## config.mk

```make
export PLATFORM = sky130hd
export DESIGN_NAME = uart_to_reg
export DESIGN_NICKNAME = d
export VERILOG_FILES = /design/src/rtl/uart_pkg.sv /design/src/rtl/uart_rx.sv /design/src/rtl/uart_to_reg.sv
export SDC_FILE = /design/constraint.sdc
export NUM_CORES = 1
export LEC_CHECK = 0
export BUFFER_PORTS_ARGS = -buffer_cell sky130_fd_sc_hd__buf_2
export CORE_UTILIZATION = 25
export DETAILED_ROUTE_END_ITERATION = 10
export PLACE_DENSITY = 0.5
export SETUP_SLACK_MARGIN = 0.02
export SLEW_MARGIN = 10
export SYNTH_ARGS = -nofsm -noshare
export SYNTH_HDL_FRONTEND = slang
export SYNTH_SLANG_ARGS = --single-unit
```

## constraint.sdc

```tcl
create_clock -name CLK -period 2.6 [get_ports CLK]
set_clock_uncertainty 0.15 [all_clocks]
set_input_delay 0.39 -clock CLK [delete_from_list [all_inputs] [get_ports CLK]]
set_output_delay 0.39 -clock CLK [all_outputs]
set_load 0.05 [all_outputs]
```

## src/rtl/uart_pkg.sv

```systemverilog
// uart_pkg: shared UART timing helpers, state encodings and counter widths
// Ports: none (package)
package uart_pkg;
  localparam int BIT_CNT_W = 4;
  typedef enum logic [1:0] {RX_IDLE, RX_START, RX_DATA, RX_STOP} rx_state_t;
  typedef enum logic [1:0] {TX_IDLE, TX_START, TX_DATA, TX_STOP} tx_state_t;
  function automatic int clks_per_bit(int clk_freq, int baud);
    return (clk_freq + baud / 2) / baud;
  endfunction
  function automatic int half_bit(int clk_freq, int baud);
    return clks_per_bit(clk_freq, baud) / 2;
  endfunction
  function automatic int cnt_width(int cpb);
    return cpb > 2 ? $clog2(cpb) : 1;
  endfunction
endpackage

```

## src/rtl/uart_rx.sv

```systemverilog
// uart_rx: 8N1 receiver with input synchronizers, mid-bit sampling and framing check
// Ports: clk, rst (async, active-high), rxd_pin (raw serial in), sw (raw receive enable),
//        rx_data (received word), rx_valid (one-cycle strobe per valid frame)
module uart_rx
  import uart_pkg::*;
#(
  parameter int CLK_FREQ = 100_000_000,
  parameter int BAUD     = 9_600,
  parameter int WORDSZ   = 8
) (
  input  logic              clk,
  input  logic              rst,
  input  logic              rxd_pin,
  input  logic              sw,
  output logic [WORDSZ-1:0] rx_data,
  output logic              rx_valid
);
  localparam int CPB  = clks_per_bit(CLK_FREQ, BAUD);
  localparam int HALF = half_bit(CLK_FREQ, BAUD);
  localparam int CW   = cnt_width(CPB);
  rx_state_t            state;
  logic [1:0]           rxd_s, sw_s;
  logic [CW-1:0]        cnt;
  logic [BIT_CNT_W-1:0] bit_cnt;
  logic [WORDSZ-1:0]    shift;
  logic                 ferr;
  logic                 rxd, en, last;
  assign rxd  = rxd_s[1];
  assign en   = sw_s[1];
  assign last = cnt == CW'(CPB - 1);
  always_ff @(posedge clk or posedge rst)
    if (rst) begin
      rxd_s    <= 2'b11;
      sw_s     <= 2'b00;
      state    <= RX_IDLE;
      cnt      <= '0;
      bit_cnt  <= '0;
      shift    <= '0;
      rx_data  <= '0;
      rx_valid <= 1'b0;
      ferr     <= 1'b0;
    end else begin
      rxd_s    <= {rxd_s[0], rxd_pin};
      sw_s     <= {sw_s[0], sw};
      rx_valid <= 1'b0;
      if (!en) begin
        state <= RX_IDLE;
        cnt   <= '0;
      end else
        case (state)
          RX_IDLE: begin
            cnt <= '0;
            // a framing error leaves the line low; wait for it to return high first
            if (ferr) ferr <= !rxd;
            else if (!rxd) begin
              bit_cnt <= '0;
              state   <= RX_START;
            end
          end
          RX_START:
            if (cnt == CW'(HALF - 1)) begin
              cnt   <= '0;
              state <= rxd ? RX_IDLE : RX_DATA;
            end else cnt <= cnt + 1'b1;
          RX_DATA:
            if (last) begin
              cnt     <= '0;
              shift   <= {rxd, shift[WORDSZ-1:1]};
              bit_cnt <= bit_cnt + 1'b1;
              if (bit_cnt == BIT_CNT_W'(WORDSZ - 1)) state <= RX_STOP;
            end else cnt <= cnt + 1'b1;
          default:
            if (last) begin
              cnt   <= '0;
              state <= RX_IDLE;
              if (rxd) begin
                rx_data  <= shift;
                rx_valid <= 1'b1;
              end else ferr <= 1'b1;
            end else cnt <= cnt + 1'b1;
        endcase
    end
endmodule

```

## src/rtl/uart_to_reg.sv

```systemverilog
// uart_to_reg: UART receive-to-LED register bridge with byte echo on the transmit line
// Ports: CLK, RST (async, active-high), RXD_PIN (serial in), SW_0 (receive enable),
//        TXD_PIN (serial echo out, idle high), LED (last valid received byte)
module uart_to_reg
  import uart_pkg::*;
#(
  parameter int CLK_FREQ = 100_000_000,
  parameter int BAUD     = 9_600,
  parameter int WORDSZ   = 8
) (
  input  logic              CLK,
  input  logic              RST,
  input  logic              RXD_PIN,
  input  logic              SW_0,
  output logic              TXD_PIN,
  output logic [WORDSZ-1:0] LED
);
  localparam int CPB = clks_per_bit(CLK_FREQ, BAUD);
  localparam int CW  = cnt_width(CPB);
  logic [WORDSZ-1:0]    rx_data, tx_shift;
  logic                 rx_valid, tx_last;
  tx_state_t            tx_state;
  logic [CW-1:0]        tx_cnt;
  logic [BIT_CNT_W-1:0] tx_bit;
  uart_rx #(.CLK_FREQ(CLK_FREQ), .BAUD(BAUD), .WORDSZ(WORDSZ)) u_rx (
    .clk     (CLK),
    .rst     (RST),
    .rxd_pin (RXD_PIN),
    .sw      (SW_0),
    .rx_data (rx_data),
    .rx_valid(rx_valid)
  );
  assign tx_last = tx_cnt == CW'(CPB - 1);
  always_ff @(posedge CLK or posedge RST)
    if (RST) LED <= '0;
    else if (rx_valid) LED <= rx_data;
  // TXD_PIN is registered, so the line trails the state by one cycle while
  // each bit still lasts exactly CPB cycles.
  always_ff @(posedge CLK or posedge RST)
    if (RST) begin
      tx_state <= TX_IDLE;
      tx_cnt   <= '0;
      tx_bit   <= '0;
      tx_shift <= '0;
      TXD_PIN  <= 1'b1;
    end else
      case (tx_state)
        TX_IDLE: begin
          TXD_PIN <= 1'b1;
          tx_cnt  <= '0;
          if (rx_valid) begin
            tx_shift <= rx_data;
            tx_state <= TX_START;
          end
        end
        TX_START: begin
          TXD_PIN <= 1'b0;
          if (tx_last) begin
            tx_cnt   <= '0;
            tx_bit   <= '0;
            tx_state <= TX_DATA;
          end else tx_cnt <= tx_cnt + 1'b1;
        end
        TX_DATA: begin
          TXD_PIN <= tx_shift[0];
          if (tx_last) begin
            tx_cnt   <= '0;
            tx_shift <= {1'b0, tx_shift[WORDSZ-1:1]};
            tx_bit   <= tx_bit + 1'b1;
            if (tx_bit == BIT_CNT_W'(WORDSZ - 1)) tx_state <= TX_STOP;
          end else tx_cnt <= tx_cnt + 1'b1;
        end
        default: begin
          TXD_PIN <= 1'b1;
          // back-to-back frames deliver the next rx_valid exactly in the final
          // stop-bit cycle, so accept it here rather than dropping the echo
          if (tx_last) begin
            tx_cnt   <= '0;
            tx_state <= rx_valid ? TX_START : TX_IDLE;
            if (rx_valid) tx_shift <= rx_data;
          end else tx_cnt <= tx_cnt + 1'b1;
        end
      endcase
endmodule

```

-- After elaboration in Yosys (flattened, before gate mapping)
Index checks and enable logic that the tools add are counted.
- input port bits: 4
- logic and storage cells: 104
- latch bits: 0
- output and inout bits: 9
- bits in read-only memories: 0
- memories kept: 0
- bits in writable memories: 0
- flip-flop bits (word level): 79
- divide/modulo/power cells: 0
- muxes and demuxes: 42
- $add $sub $neg: 4
- bitwise logic cells: 3
- magnitude comparators: 0
- shift-type cells: 0
- reductions and logical operators: 17
- equality and inequality tests: 23
- multiply operators: 0
- operators with widths (kind ; count):
    $mux W14 ; 5
    $add A14 B1 Y14 const B ; 2
    $eq A14 B14 Y1 const B ; 2
    $pmux W14 S2 ; 1
    $mux W2 ; 13
    $mux W8 ; 3
    $pmux W8 S3 ; 1
    $mux W4 ; 5
    $pmux W4 S2 ; 2
    $ne A3 B3 Y1 const B ; 5
    $eq A14 B13 Y1 const B ; 1
    $ne A2 B2 Y1 const B ; 6
    $pmux W2 S3 ; 2
    $reduce_and A5 Y1 ; 2
    $reduce_and A3 Y1 ; 3
    $add A4 B1 Y4 const B ; 2
    $eq A4 B3 Y1 const B ; 2
    $mux W1 ; 8
    $reduce_and A4 Y1 ; 2
    $reduce_bool A2 Y1 ; 4
    $reduce_and A6 Y1 ; 1
    $eq A2 B1 Y1 const B ; 2
    $eq A2 B2 Y1 const B ; 2
    $logic_not A2 Y1 ; 2
    7 further kinds ; 11

-- Depth between registers and ports, before layout
Gate-level depths: netlist of the first run.
- depth after elaboration: 5
- mapped depth: 9
- mapped depth without buffers: 7

-- By module
From an unflattened synthesis of the first run, not the netlist that was laid out.
- cells, all modules: 328
- area, all modules: 3811.2 µm²
- modules (own cells, without submodules) (module ; instances ; sequential area each (µm²) ; cells an instance ; area each (µm²)):
    uart_rx ; 1 ; 1053.5 ; 170 ; 1981.9
    uart_to_reg ; 1 ; 927.1 ; 158 ; 1829.3

-- Worst setup path after synthesis of the first run
Ideal clock, no wire load.
- path type: register -> register
- start point: reg u_rx.state[0]
- end point: reg u_rx.bit_cnt[1]
- setup time: 0.121 ns
- buffers on the path: 1
- data arrival time: 1.796 ns
- period minus slack after synthesis: 2.067 ns
- stages on the path, launching flop included: 9
- setup slack: 0.533 ns
- required time: 2.329 ns
- path through: dfrtp_1 > inv_1 > ha_1 > clkbuf_1 > nor2b_1 > o21ai_0 > nor2_1 > a22o_1 > a22o_1
- word-level cells in the longest chain between the ends: 3
- elaborated cells on any way between the ends: 8
- classes of those cells: 4 x eq/ne; 1 x mux; 3 x reduce/logical
- RTL lines (what ; RTL line ; source):
    start, declared ; uart_rx.sv:21 ; rx_state_t state;
    start signal, assigned ; uart_rx.sv:63 ; state <= rxd ? RX_IDLE : RX_DATA;
    $eq A2 B2 Y1 / $logic_not A2 Y1 (equally long branches) ; uart_rx.sv:50 ; case (state)
    $ne A2 B1 Y1 (no line), or another cell as far along ; -- ;
    $reduce_and A5 Y1 (no line) ; -- ;
    end signal, assigned ; uart_rx.sv:69 ; bit_cnt <= bit_cnt + 1'b1;
    end, declared ; uart_rx.sv:24 ; logic [BIT_CNT_W-1:0] bit_cnt;
Several ways; a longest one is shown, not always the timed one.
A chain may end at the register's enable or synchronous reset.

-- Final worst setup path of the first run
- start point: reg tx_cnt[2]
- end point: reg tx_shift[2]
- word-level cells in the longest chain between the ends: 3
- elaborated cells on any way between the ends: 4
- classes of those cells: 2 x eq/ne; 2 x reduce/logical
- RTL lines (what ; RTL line ; source):
    start, declared ; uart_to_reg.sv:23 ; logic [CW-1:0] tx_cnt;
    start signal, assigned ; uart_to_reg.sv:62 ; end else tx_cnt <= tx_cnt + 1'b1;
    start signal, assigned ; uart_to_reg.sv:71 ; end else tx_cnt <= tx_cnt + 1'b1;
    start signal, assigned ; uart_to_reg.sv:81 ; end else tx_cnt <= tx_cnt + 1'b1;
    $eq A14 B14 Y1 (*) ; uart_to_reg.sv:33 ; assign tx_last = tx_cnt == CW'(CPB - 1);
    $ne A2 B2 Y1 (no line) / $reduce_bool A2 Y1 (equally long branches) ; -- ;
    $reduce_and A3 Y1 (no line) (*) ; -- ;
    end signal, assigned ; uart_to_reg.sv:52 ; tx_shift <= rx_data;
    end signal, assigned ; uart_to_reg.sv:68 ; tx_shift <= {1'b0, tx_shift[WORDSZ-1:1]};
    end signal, assigned ; uart_to_reg.sv:80 ; if (rx_valid) tx_shift <= rx_data;
    end, declared ; uart_to_reg.sv:20 ; logic [WORDSZ-1:0] rx_data, tx_shift;
Every way passes the cells marked *; elsewhere a longest branch is shown, timed or not.

==> results_dict.tcl, run 1 <==
set metrics [dict create \
    htreeDepth 3 \
    drtIter0Drc 109 \
    clockBufferDepth 2 \
    crit_fanout 8 \
    peakVddDrop_uv 307 \
    routedWlPerCell_um 12.7 \
    yosysTopAreaCell "dfrtp_1" \
    io_buffer_count 12 \
    n_fill_cell 1506 \
    syn_avg_cell_area_um2 11.6 \
    setup-tns-final_ps 0 \
    synth-seq-cells 79 \
    yosys_warnings 0 \
    rsz0062_at_grt "no" \
    power_density_nw_per_um2 629 \
    ant_nets 0 \
    grt_pass1_wl_mm 12.6 \
    cts_tree "done" \
    synth_top_flop_cell "dfrtp_1" \
    synth-edff-count 0 \
    synth_top_area_share_pct 49.4 \
    ys_seq_area_share_pct 51.5 \
    syn_area_um2 3850 \
    ios 13 \
    ys_async_sr_fraction_pct 100 \
    critPathLaunch "tx_cnt[2]$_DFF_PP0_" \
    die_h_um 126 \
    grt_pass1_vias 2579 \
    cts.repair.resized 0 \
    rr_startpoint "tx_cnt[2]$_DFF_PP0_" \
    die_w_um 126 \
    drcViolationCount 0 \
    syn2layout_area_growth_pct 15.4 \
    antenna_cells 0 \
    cts-root-buf "clkbuf_16" \
    clk_transition_reported_paths_ps 60 \
    fin_crit_sh_pct 88.4 \
    hold_viol 0 \
    yosysMostFrequentCell "dfrtp_1" \
    slew_headroom_pct 58.0 \
    start_util_pct 26.1 \
    layout.cells.non_filler 542 \
    drt-total-wl_mm 6.88 \
    dp_hpwl_mm 4.70 \
    overflow 0 \
    vias 2421 \
    hold_path_class "input port to flip-flop" \
    max_cap_violations 0 \
    outcome "complete, no violations" \
    cts_sinks 79 \
    grt_usage_pct 9.69 \
    drt-vias-per-instance 4.47 \
    grt_max_degree 36 \
    hold_depth 1 \
    drive_above_1_share_pct 26.0 \
    rows 44 \
    crit_arrival_ps 2360 \
    crit_type "flip-flop to flip-flop" \
    syn_nets 352 \
    yosysUniqueCellTypes 54 \
    required_ps 2660 \
    finalCriticalPeriod_ps 2300 \
    end_kind "flip-flop" \
    core_um2 14800 \
    globalplace.congestion 0.773 \
    antenna_found_initial 0 \
    first_pass_iters 4 \
    multi_input_area_um2 1740 \
    die_area_um2 15900 \
    setup_viol 0 \
    r2r_cells 5 \
    final_nets 372 \
    numCtsBuffers 9 \
    tightestPinTransition_ps 624 \
    fmax_mhz 435 \
    maxSlewViolCount 0 \
    leakagePower_nw 2.07 \
    worstSetupStartpointType "flip-flop" \
    utilization_pct 30.1 \
    insertion_delay_ps 330 \
    synth_commonest_cells "76 x dfrtp_1, 37 x nor2_1, 32 x mux2_2" \
    dp_cells 524 \
    register_area_um2 1980 \
    hp-start "SW_0" \
    netlist_instances 333 \
    synth_area_leaders "dfrtp_1 49%, mux2_2 9.4%, ha_1 4.9%, nor2_1 3.6%, mux2_4 3.1%" \
]
## registers in the layout, summed over array words and instances (netlist names), 4 cells and up
name          cells
u_rx.bit_cnt      4
u_rx.rx_data      8
tx_cnt           14
LED               8
tx_shift          8
u_rx.cnt         14
u_rx.shift        8
tx_bit            4
## through the flow
step	setup slack, ps	cell area [µm²]	total power [W]	hold slack, ps
after floorplan	41.6	3850	0.00149	181
after global placement	368	4120	0.00155	188
after detailed placement	299	4120	0.00155	191
after CTS	297	4430	0.00284	0.202
after global routing	171	4440	0.00293	1.32
final	302	4440	0.00279	13.7
## timing repair
item,4_1_cts,5_1_grt
endpoints found under the hold margin,28,1
setup buffers,0,0
hold buffers,1,1
## cells by family after synthesis
logic type	after synthesis	synth area share [%]
flip-flops	79	51.5
adder cells (fa/ha/maj)	15	4.88
AND/OR/NAND/NOR	119	16.9
XOR/XNOR	22	5.01
AO/OA/AOI/OAI	31	5.40
multiplexers	42	13.0
buffers and inverters	25	3.32
## report_power, final
part | leakage, nW | internal, W | switching (W)
sequential | 1.09 | 0.00125 | 0.0000295
clock | 0.146 | 0.000770 | 0.000493
combinational | 0.832 | 0.0000957 | 0.000151
total | 2.07 | 0.00212 | 0.000674
## metal layers
| layer | vias up | global-route usage, % | part of all wire, % |
|---|---|---|---|
| li1 | 1190 | - | - |
| met2 | 27 | 16.0 | 47 |
| met5 | - | 0 | 0 |
| met4 | 0 | 2.13 | 1.1 |
| met3 | 9 | 2.76 | 2.6 |
| met1 | 1195 | 12.6 | 50 |
## path summary, 6_finish.rpt
path	endpoint	slack [ps]
worst max-delay path	tx_shift[2]$_DFFE_PP0P_	300
worst max register to register	tx_shift[2]$_DFFE_PP0P_	300
max in group asynchronous	TXD_PIN$_DFF_PP1_	1130
worst min-delay path	u_rx.sw_s[0]$_DFF_PP0_	10
min in group asynchronous	tx_cnt[0]$_DFF_PP0_	500
worst min register to register	u_rx.sw_s[1]$_DFF_PP0_	200
## cell usage in the layout (no fill, tap or decap), types with 2 or more instances in the layout
master         count
mux2_2            32
dlygate4sd3_1      2
mux2i_1            2
a21oi_1            5
and3_1             2
nand2_1           30
nand4_1            7
nor2_1            37
mux2_4             8
xor2_1            13
dfrtp_1           76
nor4b_2            2
or2_2              2
a22o_1             5
ha_1              15
clkbuf_16          9
buf_4              5
and2_1             3
nand3_1            9
nor3b_1            2
buf_2             12
o21ai_0           13
xnor2_1            9
inv_1             12
nor2b_1            2
or3_1              3
nor3_1             3
clkinv_2           3
dfstp_2            3
## worst max-delay path, stage by stage, from the launching register on
cell and delay [ps]:
dfrtp_1 440, nor4b_2 280, and4b_1 420, nand2_2 90, a211o_1 440, mux2_4 360
## layout make-up
cell class,instances,area share (%)
Clock buffer,11,5.46
Clock inverter,5,1.27
Inverter,14,1.21
Multi-Input combinational cell,229,39.2
Sequential cell,79,44.6
Tap cell,184,5.18
Timing Repair Buffer,20,3.10
No activity file was read; power rests on OpenSTA's default activity.
==> inputs of run 2 (changes only) <==
- CORE_UTILIZATION: 25 -> 30
- PLACE_DENSITY: 0.5 -> 0.56
- SYNTH_HIERARCHICAL: unset -> 1
==> results_dict.tcl, run 2 <==
set metrics [dict create \
    netlist_instances 328 \
    die_area_um2 13200 \
    multi_input_area_um2 1730 \
    peakVddDrop_uv 332 \
    setup-tns-final_ps 0 \
    final_nets 380 \
    core_um2 12200 \
    hold_path_class "input port to asynchronous set/reset pin" \
    syn2layout_area_growth_pct 19.7 \
    crit_fanout 4 \
    drt-total-wl_mm 6.89 \
    utilization_pct 37.3 \
    fin_ws_ps 121 \
    yosysTopAreaCell "dfrtp_1" \
    rows 40 \
    register_area_um2 1980 \
    syn_avg_cell_area_um2 11.6 \
    ant_nets 0 \
    r2r_cells 5 \
    leakagePower_nw 2.05 \
    htreeDepth 3 \
    final_common_cell "dfrtp_1" \
    dp_hpwl_mm 4.77 \
    ios 13 \
    start_util_pct 31.2 \
    required_ps 2680 \
    synth_top_flop_cell "dfrtp_1" \
    synth-seq-cells 79 \
    power_density_nw_per_um2 665 \
    synth_area_leaders "dfrtp_1 50%, mux2_2 11%, ha_1 4.6%, nor2_1 3.5%, xnor2_1 3.2%" \
    clk_transition_reported_paths_ps 60 \
    max_cap_violations 0 \
    vias 2473 \
    r2r_setup_slack_ps 120 \
    synth_commonest_cells "76 x dfrtp_1, 38 x mux2_2, 36 x nor2_1" \
    n_fill_cell 1221 \
    yosys_warnings 6 \
    whs_ps 19.8 \
    grt_pass1_vias 2393 \
    die_h_um 115 \
    syn_area_um2 3810 \
    rsz0062_at_grt "no" \
    crit_arrival_ps 2560 \
    finalCriticalPeriod_ps 2480 \
    grt_pass1_wl_mm 11.8 \
    ys_async_sr_fraction_pct 100 \
    globalplace.congestion 0.748 \
    ys_seq_area_share_pct 52.0 \
    first_pass_iters 4 \
    cts-root-buf "clkbuf_16" \
    final_cell_mix "76 x dfrtp_1, 38 x mux2_2, 36 x nor2_1" \
    cts_sinks 79 \
    synth_top_area_share_pct 49.9 \
    finalPower_w 0.00303 \
    antenna_cells 0 \
    syn_nets 346 \
    hold_viol 0 \
    grt_max_degree 43 \
    top_regs "tx_cnt x14, u_rx/cnt x14" \
    overflow 0 \
    drcViolationCount 0 \
    yosysMostFrequentCell "dfrtp_1" \
    place_ws_ps 30.1 \
    crit_type "flip-flop to flip-flop" \
    numCtsBuffers 9 \
    die_w_um 115 \
    reg2reg_to "tx_shift[6]$_DFFE_PP0P_" \
    yosysUniqueCellTypes 49 \
    synth-edff-count 0 \
    fmax_mhz 403 \
    setup_viol 0 \
    routedWlPerCell_um 12.9 \
    drtIter0Drc 75 \
    fin_crit_sh_pct 95.3 \
    worstSetupStartpointType "flip-flop" \
    cts_tree "done" \
    slew_headroom_pct 64.6 \
    drive_above_1_share_pct 26.2 \
    rr_startpoint "tx_cnt[8]$_DFF_PP0_" \
    clockBufferDepth 2 \
    end_kind "flip-flop" \
    maxSlewViolCount 0 \
    io_buffer_count 12 \
    drt-vias-per-instance 4.62 \
    antenna_found_initial 0 \
    insertion_delay_ps 340 \
    outcome "complete, no violations" \
    grt_usage_pct 11.8 \
    tightestPinTransition_ps 530 \
]
run 2: stage by stage:
step	instance area, µm²	std cells
after floorplan	3810	328
after global placement	4150	514
after detailed placement	4150	514
after CTS	4550	534
after global routing	4560	535
final	4560	535
run 2: worst max-delay path by stage:
stage | startpoint | endpoint | slack, ps | cells after the start
final | tx_cnt[8]$_DFF_PP0_ | tx_shift[6]$_DFFE_PP0P_ | 120 | 5
after detailed placement | tx_cnt[7]$_DFF_PP0_ | tx_shift[3]$_DFFE_PP0P_ | 30 | 4
after floorplan | tx_cnt[9]$_DFF_PP0_ | tx_shift[1]$_DFFE_PP0P_ | 110 | 4
after global routing | tx_cnt[8]$_DFF_PP0_ | tx_shift[6]$_DFFE_PP0P_ | 30 | 5
after CTS | tx_cnt[7]$_DFF_PP0_ | tx_shift[6]$_DFFE_PP0P_ | 70 | 5
after global placement | tx_cnt[8]$_DFF_PP0_ | tx_shift[4]$_DFFE_PP0P_ | 80 | 4
run 2: cell families (layout without fill, tap and decap cells):
| group | after synthesis | after routing | share of synthesized area [%] |
|---|---|---|---|
| flops | 79 | 79 | 52.0 |
| xor+xnor | 24 | 24 | 5.52 |
| buf+inv | 26 | 65 | 2.63 |
| simple gates | 113 | 113 | 17.0 |
| compound gates | 29 | 29 | 5.71 |
| mux | 43 | 43 | 12.6 |
| fa+ha+maj | 14 | 14 | 4.60 |
run 2: layer usage:
layer | share of wire, % | track usage, % | vias to the layer above
met5 | 0 | 0 | -
li1 | - | - | 1218
met1 | 50 | 15.4 | 1212
met3 | 2.9 | 2.86 | 9
met2 | 45 | 17.7 | 34
met4 | 2.1 | 7.01 | 0
run 2: final cells by class:
| type | count | share of cell area, % |
|---|---|---|
| Tap cell | 168 | 4.61 |
| Sequential cell | 79 | 43.4 |
| Clock inverter | 7 | 3.13 |
| Multi-Input combinational cell | 223 | 37.9 |
| Timing Repair Buffer | 30 | 4.39 |
| Inverter | 19 | 1.56 |
| Clock buffer | 9 | 4.94 |
run 2: what timing repair did:
item | 4_1_cts | 5_1_grt
setup endpoints to repair | 1 | 6
buffers inserted | 2 | 1
endpoints found under the hold margin | 2 | 0
pin swaps | 1 | 1
gates resized for setup | 0 | 0
hold buffers | 2 | 0
run 2: where the power goes:
group	switching, W	internal, W
Combinational	0.000134	0.0000789
Clock	0.000509	0.00104
Sequential	0.0000238	0.00125
Total	0.000668	0.00237
run 2: critical path, stage by stage (launching register included):
cell,delay (ps)
dfrtp_1,400
or4bb_1,510
or4_4,580
a211oi_4,230
buf_4,170
mux2_2,330
